<file path="src/rtl/echo_range_bcd.sv">
// Ultrasonic ranger: periodic trigger, echo width in cm, sequential BCD.
// Option macro ECHO_HOLD_ON_TIMEOUT_EN keeps the digits on timeout.
module echo_range_bcd #(
    parameter int TRIG_CYCLES    = 500,
    parameter int PERIOD_CYCLES  = 3_000_000,
    parameter int CM_CYCLES      = 2900,
    parameter int TIMEOUT_CYCLES = 1_500_000
) (
    input  logic       sys_clk50m,
    input  logic       sys_rst,
    input  logic       echo_in,
    output logic       trig_out,
    output logic [3:0] A0,
    output logic [3:0] A1,
    output logic [3:0] A2,
    output logic [3:0] A3,
    output logic       data_valid,
    output logic       err
);

    localparam int PW = $clog2(PERIOD_CYCLES);
    localparam int TW = $clog2(TIMEOUT_CYCLES);
    localparam int SW = (CM_CYCLES > 1) ? $clog2(CM_CYCLES) : 1;

    localparam logic [PW-1:0] PER_LAST = PW'(PERIOD_CYCLES - 1);
    localparam logic [PW-1:0] TRIG_AT  = PW'(TRIG_CYCLES);
    localparam logic [TW-1:0] TO_LAST  = TW'(TIMEOUT_CYCLES - 1);
    localparam logic [SW-1:0] SUB_LAST = SW'(CM_CYCLES - 1);
    localparam logic [13:0]   CM_MAX   = 14'd9999;

    typedef enum logic [2:0] {
        S_IDLE,
        S_WAIT_RISE,
        S_MEASURE,
        S_CONVERT,
        S_TIMEOUT,
        S_DONE
    } state_t;

    state_t        state_q, state_d;
    logic [PW-1:0] per_q;
    logic          trig_q;
    logic          echo_m_q, echo_s_q, echo_d_q;
    logic [TW-1:0] to_q, to_d;
    logic [SW-1:0] sub_q, sub_d;
    logic [13:0]   cm_q, cm_d;
    logic [13:0]   bin_q, bin_d;
    logic [15:0]   bcd_q, bcd_d;
    logic [3:0]    step_q, step_d;
    logic [15:0]   a_q, a_d;
    logic          err_q, err_d;
    logic          dv_q, dv_d;

    logic          rise, fall, to_hit;
    logic [29:0]   shifted;

    assign rise   = echo_s_q & ~echo_d_q;
    assign fall   = ~echo_s_q & echo_d_q;
    assign to_hit = (to_q == TO_LAST);

    // One double-dabble iteration: correct nibbles >= 5, then shift left.
    function automatic logic [29:0] dd_step(input logic [15:0] bcd,
                                            input logic [13:0] bin);
        logic [15:0] adj;
        adj = '0;
        for (int n = 0; n < 4; n++) begin
            if (bcd[4*n +: 4] >= 4'd5)
                adj[4*n +: 4] = bcd[4*n +: 4] + 4'd3;
            else
                adj[4*n +: 4] = bcd[4*n +: 4];
        end
        return {adj[14:0], bin, 1'b0};
    endfunction

    assign shifted = dd_step(bcd_q, bin_q);

    // Free-running period counter and registered trigger pulse.
    always_ff @(posedge sys_clk50m) begin
        if (sys_rst) begin
            per_q  <= '0;
            trig_q <= 1'b0;
        end else begin
            per_q  <= (per_q == PER_LAST) ? '0 : per_q + PW'(1);
            trig_q <= (per_q < TRIG_AT);
        end
    end

    // Two-flop echo synchroniser plus edge-history flop.
    always_ff @(posedge sys_clk50m) begin
        if (sys_rst) begin
            echo_m_q <= 1'b0;
            echo_s_q <= 1'b0;
            echo_d_q <= 1'b0;
        end else begin
            echo_m_q <= echo_in;
            echo_s_q <= echo_m_q;
            echo_d_q <= echo_s_q;
        end
    end

    // Measurement FSM next-state; outputs are loaded on the edge into DONE
    // so the digits and the valid pulse appear together in the DONE cycle.
    always_comb begin
        state_d = state_q;
        to_d    = to_q;
        sub_d   = sub_q;
        cm_d    = cm_q;
        bin_d   = bin_q;
        bcd_d   = bcd_q;
        step_d  = step_q;
        a_d     = a_q;
        err_d   = err_q;
        dv_d    = 1'b0;
        unique case (state_q)
            S_IDLE: begin
                if (per_q == TRIG_AT) begin
                    state_d = S_WAIT_RISE;
                    to_d    = '0;
                end
            end
            S_WAIT_RISE: begin
                if (to_hit) begin
                    state_d = S_TIMEOUT;
                end else begin
                    to_d = to_q + TW'(1);
                    if (rise) begin
                        sub_d   = '0;
                        cm_d    = '0;
                        state_d = S_MEASURE;
                    end
                end
            end
            S_MEASURE: begin
                if (sub_q == SUB_LAST) begin
                    sub_d = '0;
                    if (cm_q != CM_MAX)
                        cm_d = cm_q + 14'd1;
                end else begin
                    sub_d = sub_q + SW'(1);
                end
                if (to_hit) begin
                    state_d = S_TIMEOUT;
                end else begin
                    to_d = to_q + TW'(1);
                    if (fall) begin
                        bin_d   = cm_d;
                        bcd_d   = '0;
                        step_d  = '0;
                        state_d = S_CONVERT;
                    end
                end
            end
            S_CONVERT: begin
                bcd_d  = shifted[29:14];
                bin_d  = shifted[13:0];
                step_d = step_q + 4'd1;
                if (step_q == 4'd13) begin
                    state_d = S_DONE;
                    a_d     = shifted[29:14];
                    err_d   = 1'b0;
                    dv_d    = 1'b1;
                end
            end
            S_TIMEOUT: begin
                state_d = S_DONE;
                err_d   = 1'b1;
                dv_d    = 1'b1;
`ifdef ECHO_HOLD_ON_TIMEOUT_EN
                a_d     = a_q;
`else
                a_d     = 16'h9999;
`endif
            end
            S_DONE: begin
                state_d = S_IDLE;
            end
            default: begin
                state_d = S_IDLE;
            end
        endcase
    end

    // FSM and datapath registers.
    always_ff @(posedge sys_clk50m) begin
        if (sys_rst) begin
            state_q <= S_IDLE;
            to_q    <= '0;
            sub_q   <= '0;
            cm_q    <= '0;
            bin_q   <= '0;
            bcd_q   <= '0;
            step_q  <= '0;
            a_q     <= '0;
            err_q   <= 1'b0;
            dv_q    <= 1'b0;
        end else begin
            state_q <= state_d;
            to_q    <= to_d;
            sub_q   <= sub_d;
            cm_q    <= cm_d;
            bin_q   <= bin_d;
            bcd_q   <= bcd_d;
            step_q  <= step_d;
            a_q     <= a_d;
            err_q   <= err_d;
            dv_q    <= dv_d;
        end
    end

    assign trig_out   = trig_q;
    assign A0         = a_q[3:0];
    assign A1         = a_q[7:4];
    assign A2         = a_q[11:8];
    assign A3         = a_q[15:12];
    assign data_valid = dv_q;
    assign err        = err_q;

endmodule
</file>
<file path="config.mk">
export PLATFORM = sky130hd
export DESIGN_NAME = echo_range_bcd
export DESIGN_NICKNAME = d
export VERILOG_FILES = /design/src/rtl/echo_range_bcd.sv
export SDC_FILE = /design/constraint.sdc
export NUM_CORES = 1
export LEC_CHECK = 0
export ABC_AREA = 0
export CAP_MARGIN = 20
export CORE_UTILIZATION = 60
export DETAILED_ROUTE_END_ITERATION = 7
export PLACE_DENSITY = 0.86
export SYNTH_ARGS = -nofsm -noshare
export SYNTH_HDL_FRONTEND = slang
export SYNTH_SLANG_ARGS = --single-unit
export TNS_END_PERCENT = 30
</file>
<file path="constraint.sdc">
create_clock -name sys_clk50m -period 4.3 [get_ports sys_clk50m]
set_input_delay 0.43 -clock sys_clk50m [delete_from_list [all_inputs] [get_ports sys_clk50m]]
set_output_delay 0.43 -clock sys_clk50m [all_outputs]
set_load 0.05 [all_outputs]
</file>
# --- Word-level counts from Yosys, hierarchy flattened ---
# Index checks and enable logic that the tools add are counted.
totals:
  wordCells: 102
  out_inout_bits: 19
  memories: 0
  ramBits: 0
  latch_bits: 0
  inputBits: 3
  romBits: 0
  reg_bits: 128
classes:
  n_reduce_logical: 12
  div_mod_pow: 0
  multipliers: 0
  n_shift: 0
  eq_ne: 19
  n_addsub: 9
  muxes: 38
  bitwise: 4
  magnitude_cmp: 5
op_table:
  columns: ["operator", "count"]
  rows:
  - ["two-way mux 14 bit", 6]
  - ["one-hot mux 16 bit (2 select lines)", 2]
  - ["one-hot mux 14 bit (2 select lines)", 2]
  - ["two-way mux 16 bit", 3]
  - ["two-way mux 21 bit", 2]
  - ["one-hot mux 21 bit (2 select lines)", 1]
  - ["two-way mux 12 bit", 3]
  - ["one-hot mux 12 bit (2 select lines)", 1]
  - ["adder 22 x 1 -> 22 bit (second input constant)", 1]
  - ["== test 22 bit (second input constant)", 1]
  - ["== test 22 x 9 -> 1 bit (second input constant)", 1]
  - ["less-than comparator 22 x 9 -> 1 bit (second input constant)", 1]
  - ["adder 21 x 1 -> 21 bit (second input constant)", 1]
  - ["== test 21 bit (second input constant)", 1]
  - ["two-way mux 3 bit", 7]
  - ["two-way mux 4 bit", 5]
  - ["greater-or-equal comparator 4 x 3 -> 1 bit (second input constant)", 4]
  - ["one-hot mux 3 bit (5 select lines)", 1]
  - ["adder 14 x 1 -> 14 bit (second input constant)", 1]
  - ["!= test 14 bit (second input constant)", 1]
  - ["!= test 2 bit (second input constant)", 7]
  - ["adder 12 x 1 -> 12 bit (second input constant)", 1]
  - ["adder 4 x 2 -> 4 bit (second input constant)", 3]
  - ["== test 12 bit (second input constant)", 1]
  - ["other kinds (18)", 30]

# --- Longest topological paths before layout ---
# Gate-level depths: netlist (run 1).
depth:
  ltp_word: 6
  ltp_mapped: 9
  mapped_depth_nobuf: 7

# --- Least setup slack after synthesis (run 1) ---
# No wires, ideal clock.
synth_path:
  path_kind: "reg-to-reg"
  startpoint: "reg to_q[5]"
  endpoint: "reg sub_q[10]"
  setup_slack_ns: 2.008
  setup_ns: 0.125
  path_buffers: 1
  t_arrival_ns: 2.167
  period_less_slack_ns: 2.292
  path_stages_with_launch: 8
  required_time_ns: 4.175
  path_cell_list: "dfxtp_1 or4_4 or4_4 o31a_1 buf_6 nand4_1 xor2_1 nor2_1"
synth_via:
  elab_chain_cells: 3
synth_rtl:
  columns: ["element", "line_no", "text"]
  rows:
  - ["start, declared", "44", "logic [TW-1:0] to_q, to_d;"]
  - ["start signal, assigned", "198", "to_q <= to_d;"]
  - ["== test 21 bit", "59", "assign to_hit = (to_q == TO_LAST);"]
  - ["!= test 2 bit (no line)", null, null]
  - ["AND reduction 3 bit (no line)", null, null]
  - ["end signal, assigned", "199", "sub_q <= sub_d;"]
  - ["end, declared", "45", "logic [SW-1:0] sub_q, sub_d;"]
# No other way between the ends.
# A chain may end at the register's enable or synchronous reset.

# --- Final worst setup path (run 1) ---
layout_path:
  startpoint: "reg state_q[0]"
  endpoint: "reg to_q[14]"
layout_via:
  elab_chain_cells: 4
  elab_cells_between_ends: 9
  cone_classes: "eq/ne: 4; mux: 1; reduce/logical: 4"
layout_rtl:
  columns: ["element", "line_no", "text"]
  rows:
  - ["start, declared", "40", "state_t state_q, state_d;"]
  - ["start signal, assigned", "197", "state_q <= state_d;"]
  - ["== test 3 x 2 -> 1 bit or == test 3 x 1 -> 1 bit (tied branches)", "114", "unique case (state_q)"]
  - ["OR reduction 2 bit (no line)", null, null]
  - ["!= test 2 bit (no line) or nonzero test 2 bit (tied branches)", null, null]
  - ["AND reduction 3 bit (no line)", null, null]
# Parallel ways exist; a longest one is shown, timed or not.

==> reports/qor.csv, run 1 <==
stage,metric,value,unit
die,io pins,22,
clock_tree,CTS resizes,0,
die,Initial Util,0.620,
setup_path,Critical-path top delay cell,dfxtp_1,
placed_design,# port buffers,21,
sta,clock period minus worst slack,3080,ps
sta,RSZ-0062 raised after global routing,no,
sta,fin crit share,0.716,
setup_path,Arrival @ worst endpoint,3540,ps
yosys,Mapped Nets,788,
setup_path,critical path depth,6,
placed_design,hpwl dp,9550,um
yosys,Post-synth EDFFs,0,
setup_path,"Req. time, crit path",4760,ps
setup_path,CP top delay family,simple AND/OR/NAND/NOR gates,
min_path,hold depth,1,
power_and_ir_drop,switch share,0.224,
power_and_ir_drop,Clock Power Share,0.517,
setup_path,Startpoint Class,flip-flop,
setup_path,"critical path fanouts, max",22,
sta,final slew viol count,0,
clock_tree,clk slew on worst S/H paths,60,ps
route,WL/cell,15.8,um
clock_tree,Max H-tree Level,4,
die,die width,105,um
sta,setup_tns,0,ps
die,FP Rows,37,
route,Pre-Repair DR Iteration Count,6,
route,via count,5635,
clock_tree,post-CTS setup buffers,0,
finish,fillcell total,773,
min_path,HP Class,reg -> reg,
grt,vias in the first global route,5361,
power_and_ir_drop,Comb pwr share,0.042,
power_and_ir_drop,peak supply drop,0.321,mV
route,remaining antenna violation count,0,
route,drt total wl,14600,um
setup_path,Bufs and invs on worst path,0,
yosys,Yosys warnings,0,
sta,final setup vio count,0,
power_and_ir_drop,Leakage Power,2.45,nW
yosys,"Async S/R FF share, synth",0,
sta,Slew @ Worst Pin,883,ps
run_status,status,"finished, final reports clean",
clock_tree,TritonCTS clock tree,yes,
yosys,Mapped Cells,770,
placed_design,pre-CTS setup slack,1310,ps
finish,register area,2560,um2
clock_tree,clock latency at the later pin of the worst-skew pair,540,ps
clock_tree,hold_buf cts,0,
finish,layout cells sized above 1,0.0773,
yosys,"Distinct cells, synth",68,
sta,f_max,325,MHz
power_and_ir_drop,Int Power,0.00214,W
clock_tree,clock sinks,128,
clock_tree,CTS buffer count,17,
grt,largest net degree at the start of global routing,51,
yosys,mapped cell area,6400,um2
yosys,predominant post-synthesis flop cell,dfxtp_1,
grt,antenna violations before repair,0,
setup_path,CP endpoint kind,flip-flop,
finish,Finished Cell Area,7250,um2
yosys,Mean Syn Cell Area,8.31,um2
power_and_ir_drop,sequential share of power,0.441,
finish,number of antenna diodes,0,
power_and_ir_drop,Power Density,381,nW/um2
finish,Multi-input gate area,3580,um2
sta,setup slack after layout,1220,ps
finish,Area growth syn-to-layout,13.3,%
power_and_ir_drop,sw power,0.000620,W
clock_tree,Clock Tree Buf Depth,2,
setup_path,Crit Path Class,reg -> reg,
yosys,register area share after synthesis,0.401,
placed_design,Area after DPL,6660,um2
grt,first-pass GRT wire length,24600,um
setup_path,FF-to-FF path depth,6,
die,die area,11100,um2
sta,Final Hold Viols,0,
setup_path,Slowest Stage Delay on Critical Path,800,ps
die,core region area,10300,um2
route,DRT iter0 DRCs,356,
route,Residual DRC,0,
clock_tree,CTS root buffer,clkbuf_8,
finish,final net count,794,
placed_design,GP Congestion,0.885,
yosys,Yosys reg bits,128,
sta,clock skew,8.09,ps
setup_path,most frequent CP cell,a21oi_1,
grt,GRT Total Usage,0.278,
setup_path,CP cell instances,"xnor2_1, or2_2, a21oi_1, nor2_1, or4_1, a21oi_1",
grt,GRT Residual Overflow,0,
route,via-per-instance ratio,6.09,
sta,Rel. slew slack,0.407,
flow_run,max cap viols,0,
die,Die Y,105,um
routing by layer:
layer / vias to the layer above / part of all wire / track usage
met5: - / 0 / 0
met1: 2673 / 0.44 / 0.332
li1: 2772 / - / -
met4: 0 / 0.027 / 0.139
met3: 35 / 0.043 / 0.0656
met2: 155 / 0.49 / 0.467
per-stage QoR:
stage	util	power (W)	std cells	hold WS, ps
floorplan	-	0.00133	770	414
global placement	0.645	0.00135	893	418
detailed placement	0.645	0.00136	893	431
CTS	0.702	0.00277	925	437
global route	0.702	0.00284	925	460
finish	0.702	0.00276	925	444
final timing paths:
check              from  endpoint  slack [ps]
max reg2reg  state_q[0]  to_q[14]        1220
min            bin_q[1]  bin_q[1]         440
min reg2reg    bin_q[1]  bin_q[1]         440
max          state_q[0]  to_q[14]        1220
power groups by stage:
| stage | clock [W] | sequential, W | combinational, W |
|---|---|---|---|
| 4_1_cts | 0.00144 | 0.00122 | 0.000115 |
| 6_report | 0.00143 | 0.00122 | 0.000116 |
| 3_3_place_gp | 0 | 0.00124 | 0.000110 |
| 2_1_floorplan | 0 | 0.00123 | 0.0000986 |
| 5_1_grt | 0.00150 | 0.00122 | 0.000128 |
| 3_5_place_dp | 0 | 0.00124 | 0.000114 |
cell usage after synthesis, types with 7 or more instances:
| cell | n | share of area |
|---|---|---|
| and2_1 | 8 | 0.0078 |
| nand4_1 | 19 | 0.019 |
| nor2_1 | 93 | 0.055 |
| xor2_1 | 26 | 0.036 |
| or3_1 | 12 | 0.012 |
| dfxtp_1 | 128 | 0.40 |
| and4_1 | 12 | 0.016 |
| a31oi_1 | 7 | 0.0068 |
| nor2b_1 | 7 | 0.0068 |
| a21oi_1 | 55 | 0.043 |
| nor3b_1 | 8 | 0.0094 |
| xnor2_1 | 24 | 0.033 |
| nor3_1 | 22 | 0.017 |
| and3_1 | 12 | 0.012 |
| inv_1 | 23 | 0.013 |
| nand2_1 | 80 | 0.047 |
| a211oi_1 | 17 | 0.020 |
| o21ai_0 | 21 | 0.016 |
| nor4_1 | 8 | 0.0078 |
| ha_1 | 15 | 0.029 |
| nand3_1 | 34 | 0.027 |
| clkbuf_1 | 35 | 0.021 |
sequential cells by signal (all words and copies together) (netlist names):
signal	count
trig_out	1
to_q	21
err	1
bcd_q	16
echo_m_q	1
per_q	22
echo_d_q	1
echo_s_q	1
step_q	4
sub_q	12
bin_q	14
data_valid	1
a_q	16
cm_q	14
state_q	3
final cells by class:
| type | count | area share |
|---|---|---|
| Timing Repair Buffer | 28 | 0.0356 |
| Tap cell | 136 | 0.0235 |
| Clock inverter | 10 | 0.0186 |
| Inverter | 23 | 0.0119 |
| Sequential cell | 128 | 0.354 |
| Clock buffer | 22 | 0.0625 |
| Multi-Input combinational cell | 578 | 0.494 |
logic make-up after synthesis:
kind of cell / after synthesis / synth area share
AOI/OAI and AO/OA: 165 / 0.178
xor gates and xnor gates: 50 / 0.0685
adders and majority gates: 16 / 0.0309
buffers and inverters: 64 / 0.0407
DFF: 128 / 0.401
muxes: 7 / 0.0111
and+or+nand+nor: 340 / 0.270
cells in the final DEF (no fill, tap or decap), drive strengths merged, types with 6 or more instances in the layout:
master,netlist,final
a211oi,17,17
a21o,6,6
a21oi,56,56
a221oi,6,6
a311oi,7,7
a31oi,7,7
and2,8,8
and3,12,12
and4,12,12
buf,6,8
clkbuf,35,22
clkdlybuf4s50,0,20
dfxtp,128,128
ha,15,15
inv,23,23
mux2i,6,6
nand2,81,81
nand2b,6,6
nand3,34,34
nand4,19,19
nor2,93,93
nor2b,7,7
nor3,24,24
nor3b,8,8
nor4,9,9
o211ai,6,6
o21ai,27,27
o31ai,6,6
or3,12,12
xnor2,24,24
xor2,26,26
(Power assumes the default switching activity.)
==> inputs of run 2 (changes only) <==
--- a/config.mk
+++ b/config.mk
@@ -7,9 +7,9 @@
 export LEC_CHECK = 0
 export ABC_AREA = 0
 export CAP_MARGIN = 20
-export CORE_UTILIZATION = 60
+export CORE_UTILIZATION = 55
 export DETAILED_ROUTE_END_ITERATION = 7
-export PLACE_DENSITY = 0.86
+export PLACE_DENSITY = 0.84
 export SYNTH_ARGS = -nofsm -noshare
 export SYNTH_HDL_FRONTEND = slang
 export SYNTH_SLANG_ARGS = --single-unit
==> constraint.sdc (replaced) <==
create_clock -name sys_clk50m -period 2.75 [get_ports sys_clk50m]
set_input_delay 0.275 -clock sys_clk50m [delete_from_list [all_inputs] [get_ports sys_clk50m]]
set_output_delay 0.275 -clock sys_clk50m [all_outputs]
set_load 0.05 [all_outputs]
==> reports/qor.csv, run 2 (synthesized netlist as in run 1, its figures left out) <==
stage,metric,value,unit,change
power_and_ir_drop,sw power,0.000987,W,was 0.000620 W
grt,vias in the first global route,5602,,was 5361
grt,antenna violations before repair,0,,unchanged
route,Pre-Repair DR Iteration Count,5,,was 6
clock_tree,CTS buffer count,17,,unchanged
setup_path,CP cell instances,"or4_4, or4_4, o31a_1, nand4_1, xor2_1, nor2_1",,"was xnor2_1, or2_2, a21oi_1, nor2_1, or4_1, a21oi_1"
sta,setup_tns,0,ps,unchanged
finish,biggest regs,"per_q (22), to_q (21)",,unchanged
power_and_ir_drop,switch share,0.227,,was 0.224
die,die area,12100,um2,was 11100 um2
setup_path,Arrival @ worst endpoint,2830,ps,was 3540 ps
power_and_ir_drop,peak supply drop,0.520,mV,was 0.321 mV
finish,final net count,802,,was 794
route,Residual DRC,0,,unchanged
setup_path,most frequent CP cell,or4_4,,was a21oi_1
clock_tree,TritonCTS clock tree,yes,,unchanged
finish,most frequent cells in the layout,"dfxtp_1, nor2_1, nand2_1",,unchanged
placed_design,hpwl dp,9910,um,was 9550 um
route,drt total wl,15000,um,was 14600 um
min_path,HP Class,in -> reg,,was reg -> reg
power_and_ir_drop,Int Power,0.00335,W,was 0.00214 W
sta,final setup vio count,0,,unchanged
sta,Rel. slew slack,0.516,,was 0.407
finish,Area growth syn-to-layout,14.4,%,was 13.3%
grt,GRT Residual Overflow,0,,unchanged
clock_tree,hold_buf cts,0,,unchanged
grt,GRT Total Usage,0.271,,was 0.278
die,FP Rows,39,,was 37
die,Die Y,110,um,was 105 um
sta,clock period minus worst slack,2540,ps,was 3080 ps
finish,layout cells sized above 1,0.0916,,was 0.0773
placed_design,GP Congestion,0.878,,was 0.885
finish,number of antenna diodes,0,,unchanged
setup_path,"critical path fanouts, max",10,,was 22
route,via-per-instance ratio,6.13,,was 6.09
clock_tree,CTS root buffer,clkbuf_16,,was clkbuf_8
die,core region area,11400,um2,was 10300 um2
power_and_ir_drop,sequential share of power,0.436,,was 0.441
setup_path,Critical-path top delay cell,or4_4,,was dfxtp_1
power_and_ir_drop,Power Density,593,nW/um2,was 381 nW/um2
finish,"leading cell type in the layout, fill and taps excluded",dfxtp_1,,unchanged
finish,Final Util,0.644,,was 0.702
route,DRT iter0 DRCs,343,,was 356
route,WL/cell,15.9,um,was 15.8 um
power_and_ir_drop,Leakage Power,2.51,nW,was 2.45 nW
die,Initial Util,0.563,,was 0.620
die,die width,110,um,was 105 um
finish,"Most flops, register",per_q,,unchanged
setup_path,CP endpoint kind,flip-flop,,unchanged
sta,Final Hold Viols,0,,unchanged
grt,largest net degree at the start of global routing,51,,unchanged
setup_path,Slowest Stage Delay on Critical Path,590,ps,was 800 ps
sta,fin crit share,0.923,,was 0.716
route,remaining antenna violation count,0,,unchanged
clock_tree,clock latency at the later pin of the worst-skew pair,420,ps,was 540 ps
setup_path,Crit Path Class,reg -> reg,,unchanged
sta,clock skew,7.57,ps,was 8.09 ps
sta,RSZ-0062 raised after global routing,no,,unchanged
setup_path,Startpoint Class,flip-flop,,unchanged
sta,f_max,394,MHz,was 325 MHz
clock_tree,clock sinks,128,,unchanged
route,via count,5764,,was 5635
setup_path,"Req. time, crit path",3040,ps,was 4760 ps
die,io pins,22,,unchanged
run_status,status,"finished, final reports clean",,unchanged
grt,first-pass GRT wire length,25600,um,was 24600 um
clock_tree,post-CTS setup buffers,0,,unchanged
placed_design,# port buffers,21,,unchanged
sta,final slew viol count,0,,unchanged
power_and_ir_drop,Clock Power Share,0.515,,was 0.517
finish,number of flip-flops in the largest register,22,,unchanged
clock_tree,Max H-tree Level,4,,unchanged
power_and_ir_drop,Comb pwr share,0.049,,was 0.042
finish,fillcell total,921,,was 773
flow_run,max cap viols,0,,unchanged
clock_tree,Clock Tree Buf Depth,2,,unchanged
clock_tree,clk slew on worst S/H paths,50,ps,was 60 ps
sta,Slew @ Worst Pin,725,ps,was 883 ps
==> run 2: final cells by class <==
type / instances / area, um2 / area share
clock inverter: 11 / 111 / 0.0152
tap: 143 / 179 / 0.0244
sequential: 128 / 2560 / 0.350
inverter: 23 / 86.3 / 0.0118
multi-input combinational: 578 / 3580 / 0.489
timing repair buffer: 36 / 318 / 0.0434
clock buffer: 21 / 480 / 0.0656
==> run 2: power by group through the flow <==
stage	Combinational [W]	Sequential (W)	Clock, W
6_report	0.000212	0.00189	0.00224
5_1_grt	0.000236	0.00189	0.00234
4_1_cts	0.000209	0.00189	0.00225
3_5_place_dp	0.000208	0.00193	0
3_3_place_gp	0.000200	0.00193	0
2_1_floorplan	0.000154	0.00193	0
==> run 2: worst paths after layout <==
kind	end	cells past startpoint	start	slack, ps
worst min register to register	echo_s_q	1	echo_m_q	440
worst max register to register	sub_q[10]	6	to_q[5]	210
worst max-delay path	sub_q[10]	6	to_q[5]	210
worst min-delay path	echo_m_q	2	echo_in	420
==> run 2: what timing repair did <==
item,4_1_cts,5_1_grt
gates resized for setup,0,1
setup endpoints to repair,0,1
endpoints found under the hold margin,0,0
==> run 2: per-layer routing <==
layer | up-vias | track usage | wire length (um)
li1 | 2793 | - | -
met1 | 2758 | 0.321 | 6440
met2 | 177 | 0.463 | 7440
met3 | 36 | 0.0652 | 708
met4 | 0 | 0.124 | 380
met5 | - | 0 | 0
==> run 2: worst max-delay path, delay by kind of cell (launching register included) <==
kind | cells | cell delay, ps
xor gates and xnor gates | 1 | 150
AOI/OAI and AO/OA | 1 | 500
and+or+nand+nor | 4 | 1400
DFF | 1 | 350
==> run 2: metrics by stage <==
step / total power (W) / hold slack [ps] / cells / setup WS, ps / cell area [um2]
final: 0.00434 / 424 / 940 / 212 / 7320
after global routing: 0.00447 / 444 / 940 / 43.4 / 7320
after CTS: 0.00435 / 419 / 940 / 231 / 7320
after detailed placement: 0.00214 / 428 / 908 / 244 / 6730
after global placement: 0.00213 / 425 / 908 / 268 / 6730
after floorplan: 0.00208 / 403 / 770 / 458 / 6400
